$ cat config.mk
export PLATFORM = sky130hd
export DESIGN_NAME = display_scan_scheduler
export DESIGN_NICKNAME = d
export VERILOG_FILES = /design/src/rtl/display_pkg.sv /design/src/rtl/display_scan_scheduler.sv
export SDC_FILE = /design/constraint.sdc
export NUM_CORES = 1
export LEC_CHECK = 0
export ABC_AREA = 1
export CORE_ASPECT_RATIO = 0.75
export CORE_MARGIN = 2
export CORE_UTILIZATION = 50
export CTS_CLUSTER_DIAMETER = 50
export DETAILED_ROUTE_END_ITERATION = 8
export PLACE_DENSITY = 0.76
export SETUP_SLACK_MARGIN = 0.5
export SYNTH_ARGS = -nofsm -noshare
export SYNTH_HDL_FRONTEND = slang
export SYNTH_SLANG_ARGS = --single-unit
$ cat constraint.sdc
create_clock -name clk_100MHz -period 1.48 [get_ports clk_100MHz]
set_input_delay 0.222 -clock clk_100MHz [delete_from_list [all_inputs] [get_ports clk_100MHz]]
set_output_delay 0.222 -clock clk_100MHz [all_outputs]
set_load 0.01 [all_outputs]
$ cat src/rtl/display_pkg.sv
// Shared definitions for the display scan path: blank pattern, scan FSM
// states and the active-low anode decode helper.
package display_pkg;

    // All segments / all anodes off (both are active-low on the board)
    localparam logic [7:0] SEG_BLANK = 8'hFF;

    typedef enum logic {
        BLANK,
        ON
    } scan_state_t;

    // Digit d is wired to anode bit 7-d; return the active-low enable for it
    function automatic logic [7:0] anode_onehot_n(input logic [2:0] idx);
        logic [7:0] enables;
        enables = SEG_BLANK;
        enables[3'd7 - idx] = 1'b0;
        return enables;
    endfunction

endpackage

$ cat src/rtl/display_scan_scheduler.sv
// Time-multiplexed scan sequencer for the multi-digit 7-seg display.
// Each digit slot opens with a dead-time blank, then shows the digit with
// PWM brightness and blink gating. New frames are staged in a shadow buffer
// and only copied to the active buffer at the end of the last digit slot.
module display_scan_scheduler
    import display_pkg::*;
#(
    parameter int NUM_DIGITS   = 4,
    parameter int DWELL_CYCLES = 100000,
    parameter int BLANK_CYCLES = 1000
) (
    input  logic                    clk_100MHz,
    input  logic                    reset_n,
    input  logic [8*NUM_DIGITS-1:0] frame_data,
    input  logic                    frame_valid,
    output logic                    frame_ready,
    input  logic [3:0]              brightness,
    input  logic [NUM_DIGITS-1:0]   blink_mask,
    input  logic                    blink_phase,
    output logic [7:0]              anodes,
    output logic [7:0]              cathodes,
    output logic [2:0]              digit_idx,
    output logic                    frame_start
);

    localparam int SLOT_W = (DWELL_CYCLES > 1) ? $clog2(DWELL_CYCLES) : 1;
    localparam logic [SLOT_W-1:0] SLOT_LAST  = SLOT_W'(DWELL_CYCLES - 1);
    localparam logic [SLOT_W-1:0] BLANK_LAST = SLOT_W'(BLANK_CYCLES - 1);
    localparam logic [2:0]        DIGIT_LAST = 3'(NUM_DIGITS - 1);

    scan_state_t             state;
    scan_state_t             next_state;
    logic [SLOT_W-1:0]       slot_cnt;
    logic [3:0]              pwm_cnt;
    logic [8*NUM_DIGITS-1:0] shadow_frame;
    logic [8*NUM_DIGITS-1:0] active_frame;
    logic [63:0]             active_ext;
    logic [7:0]              blink_ext;
    logic                    slot_last;
    logic                    frame_boundary;
    logic [7:0]              anodes_d;
    logic [7:0]              cathodes_d;

    assign slot_last      = (slot_cnt == SLOT_LAST);
    assign frame_boundary = slot_last && (digit_idx == DIGIT_LAST);

    // Pad the frame and blink mask to the full 8-digit width so a 3-bit digit index always selects in range
    always_comb begin
        active_ext = {8{SEG_BLANK}};
        active_ext[8*NUM_DIGITS-1:0] = active_frame;
        blink_ext = '0;
        blink_ext[NUM_DIGITS-1:0] = blink_mask;
    end

    // Slot timer, digit pointer and free-running PWM counter
    always_ff @(posedge clk_100MHz or negedge reset_n) begin
        if (!reset_n) begin
            slot_cnt  <= '0;
            digit_idx <= '0;
            pwm_cnt   <= '0;
        end else begin
            pwm_cnt <= pwm_cnt + 4'd1;
            if (slot_last) begin
                slot_cnt  <= '0;
                digit_idx <= (digit_idx == DIGIT_LAST) ? 3'd0 : digit_idx + 3'd1;
            end else begin
                slot_cnt <= slot_cnt + SLOT_W'(1);
            end
        end
    end

    // Scan state register
    always_ff @(posedge clk_100MHz or negedge reset_n) begin
        if (!reset_n) begin
            state <= BLANK;
        end else begin
            state <= next_state;
        end
    end

    // Next-state and pin pattern: blank for the dead time, then the digit gated by PWM and blink
    always_comb begin
        next_state = state;
        anodes_d   = SEG_BLANK;
        cathodes_d = SEG_BLANK;
        case (state)
            BLANK: begin
                if (slot_cnt == BLANK_LAST) begin
                    next_state = ON;
                end
            end
            ON: begin
                cathodes_d = active_ext[{digit_idx, 3'b000} +: 8];
                if ((pwm_cnt <= brightness) && !(blink_ext[digit_idx] && !blink_phase)) begin
                    anodes_d = anode_onehot_n(digit_idx);
                end
                if (slot_last) begin
                    next_state = BLANK;
                end
            end
            default: next_state = BLANK;
        endcase
    end

    // Register the pins so they never glitch; frame_start lines up with the first pin cycle of digit 0
    always_ff @(posedge clk_100MHz or negedge reset_n) begin
        if (!reset_n) begin
            anodes      <= SEG_BLANK;
            cathodes    <= SEG_BLANK;
            frame_start <= 1'b0;
        end else begin
            anodes      <= anodes_d;
            cathodes    <= cathodes_d;
            frame_start <= (slot_cnt == '0) && (digit_idx == 3'd0);
        end
    end

    // Frame handshake: accept into the shadow when empty, promote to active only at the frame boundary
    always_ff @(posedge clk_100MHz or negedge reset_n) begin
        if (!reset_n) begin
            shadow_frame <= {NUM_DIGITS{SEG_BLANK}};
            active_frame <= {NUM_DIGITS{SEG_BLANK}};
            frame_ready  <= 1'b1;
        end else if (frame_boundary && !frame_ready) begin
            active_frame <= shadow_frame;
            frame_ready  <= 1'b1;
        end else if (frame_valid && frame_ready) begin
            shadow_frame <= frame_data;
            frame_ready  <= 1'b0;
        end
    end

endmodule

==> reports/results.ini <==
[run]
cap_violations = 0

[sta]
fin_crit_ps = 1490
maxSlewViolCount = 0
grt_setup_unrepaired = yes
finalClockSkew_ps = 7.83
report.final.setup_viol = 5
final_critical_path_setup_slack_ps = -12.5
worst_max_slew_pin_slew_ps = 404
finalHoldWorstSlack_ps = 61.5
fin_setup_tns_ps = -40.4
period_share = 1.01
report.final.hold_viol_count = 0
slew_headroom = 0.730
max_freq_mhz = 670

[power_and_ir_drop]
pwr-share-clk = 0.406
combinationalPowerShare = 0.064
pwr_density_cell_nw_per_um2 = 781
power.sequential.fraction = 0.530
power_leakage_nw = 3.59
switching_share = 0.222
total_switching_power_mw = 1.33
internal-power_mw = 4.67
vdd_ir_drop_max_uv = 550

[critical_path]
crit_top_cell = nand2_1
timing.critical_path.required_ps = 1760
cpMaxStageDelayCell = dfrtp_2
worstRegToRegCells = 8
category_of_the_most_critical_setup_path = register to register
cp_num_cells = 8
timing.critical_path.from_type = register
max_stage_delay_ps = 380
buffers_inverters_on_critical_path = 2
cells_traversed_along_the_worst_timing_path = buf_6 > ha_4 > nand2_2 > nor2_4 > nand4_4 > clkbuf_16 > nand2_1 > nand2_1
cp_data_arrival_time_ps = 1770
worst_setup_end_kind = register
critical_path_peak_fanout = 8
crit_start = digit_idx[0]
kind_of_cell_with_the_highest_combined_delay_on_the_critical_path = simple AND/OR/NAND/NOR gates
crit-reg2reg-launch = digit_idx[0]

[yosys]
postSynthRegisterBits = 107
top_cells_by_area_synth = dfstp_2 41%, dfrtp_1 13%, nand2_1 11%
number_of_synthesized_flops_with_an_enable_pin = 0
postSynth.topFlopCell = dfstp_2
post_synth_instance_area_um2 = 5130
yosys.area.top_type = dfstp_2
syn-instance-count = 538
fraction_of_registers_with_async_set_reset = 1.00
synth_warnings = 0
synth.yosys.seq_area_share = 0.541
fraction_of_synthesized_cell_area_taken_by_the_top_area_cell_type = 0.415
yosys.cell_types.count = 29
synthesis.area_per_instance_um2 = 9.54
synth_nets = 591

[floorplanning]
floorplan.core_area_um2 = 9810
row_cnt = 31
die_x_um = 121
design.die.area_um2 = 11100
initial_core_util = 0.523
design.portCount = 65
die_y_um = 91.8

[routing]
drt_iter0_drc = 481
final_routed_wire_length_divided_by_cell_count_um = 19.0
via_count = 4569
drt.antenna.violating_nets = 0
remaining_drc_errors = 0
vias_per_cell = 5.63
detailedRoute.firstPassIterationCount = 6
wl_um = 15400

[final_layout]
drive_above_1_share = 0.505
layout_commonest_cell = nand2_1
final_design_area_no_fill_um2 = 7690
fill_cells = 567
design.final.nets = 727
antenna_cells_inserted = 0
area_growth_pct = 49.8
final_cell_mix = 122 x nand2_1, 81 x dfstp_2, 50 x buf_4, 49 x nand4_1, 42 x clkdlybuf4s50_1

[placement]
place_congestion = 0.993
post-dp-hpwl_um = 9060
place_area_um2 = 6310
port_buffers = 64
post-place-ws_ps = -143

[clocking]
clock_path_buffers = 2
total_clock_sinks = 107
clock_tree.root_cell = clkbuf_16
worst_setup_hold_path_clk_slew_ps = 80
tritoncts_clock_tree = yes
tritoncts.num_buffers = 9
worst_skew_pair.late_latency_ps = 350
cts_max_level = 3

[global_routing]
antenna_violations_before_repair = 0
globalRouteOverflowTotal = 0
largest_net_degree_at_the_start_of_global_routing = 45
via_count_of_the_first_global_routing_pass = 4425
most_crowded_layer_gr = met2
grt_util_all_layers = 0.261
global_route_wire_length_before_repair_um = 22500
met1_usage = 0.374
grtUsageMet3 = 0.0560
groute.layer.met2.usage = 0.406

[min_path]
worstHoldPathType = primary input to async pin

[outcome]
run_status = finished, violations left
failed_checks = setup timing

[final cells by class]
class | count | area, um2 | area share
multi-input cells | 360 | 2630 | 0.342
flip-flops and latches | 107 | 2790 | 0.363
inverters | 49 | 196 | 0.0255
well taps | 132 | 165 | 0.0215
clock inverters | 5 | 40.0 | 0.00521
clock buffers | 11 | 264 | 0.0343
repair buffers | 147 | 1610 | 0.209
[cells in the mapped netlist, types with 3 or more instances]
master,number
nor2_8,3
o21ai_0,11
dfrtp_1,26
buf_6,6
nand2_2,3
xor2_1,10
nor2_2,3
inv_2,6
clkbuf_1,3
and3_1,3
inv_1,43
dfstp_2,81
nand2_1,153
nor2_1,41
nand4_1,49
a21oi_1,6
ha_1,9
nand3_1,24
mux2_2,32
buf_2,13
[what timing repair did]
action	CTS	global route
cloned	5	1
gates resized for setup	150	116
buffers inserted	20	10
setup endpoints to repair	124	131
hold buffers	1	0
endpoints found under the hold margin	6	0
pin swaps	22	26
[power groups by stage]
stage	clock (mW)	combinational (mW)	sequential (mW)
detailed placement	0	0.310	3.22
finish	2.44	0.385	3.19
floorplan	0	0.109	3.19
global route	2.59	0.419	3.20
CTS	2.44	0.318	3.17
global placement	0	0.294	3.21
[path summary, 6_finish.rpt]
| check | end | slack [ps] |
|---|---|---|
| worst max-delay path | active_frame[19] | -10 |
| worst min-delay path | shadow_frame[31] | 60 |
| min in group clk_100MHz | active_frame[30] | 470 |
| worst max register to register | active_frame[19] | -10 |
| max in group asynchronous | digit_idx[1] | 910 |
| worst min register to register | active_frame[30] | 470 |
[metal layers]
| metal | vias to the layer above | share of wire | wire length (um) |
|---|---|---|---|
| li1 | 2039 | - | - |
| met1 | 2278 | 0.43 | 6640 |
| met2 | 210 | 0.47 | 7290 |
| met3 | 42 | 0.072 | 1110 |
| met4 | 0 | 0.022 | 346 |
| met5 | - | 0 | 0 |
[state kept, by name, indices dropped and copies added, names as in the netlist, 3 cells and up]
register and count:
shadow_frame 32, anodes 8, slot_cnt 17, digit_idx 3, cathodes 8, pwm_cnt 4, active_frame 32
[per-stage QoR]
step / util / std cells / power [mW]
6_report: 0.784 / 811 / 6.01
4_1_cts: 0.727 / 800 / 5.93
3_5_place_dp: 0.643 / 758 / 3.53
2_1_floorplan: - / 538 / 3.30
5_1_grt: 0.784 / 811 / 6.20
3_3_place_gp: 0.643 / 758 / 3.51
[cells by family after synthesis]
family / after synthesis / synth area share
xor gates and xnor gates: 11 / 0.0188
muxes: 32 / 0.0702
AOI/OAI and AO/OA: 21 / 0.0227
and+or+nand+nor: 287 / 0.261
adders and majority gates: 9 / 0.0219
DFF: 107 / 0.541
buffers and inverters: 71 / 0.0639
No activity file was read; power rests on OpenSTA's default activity.
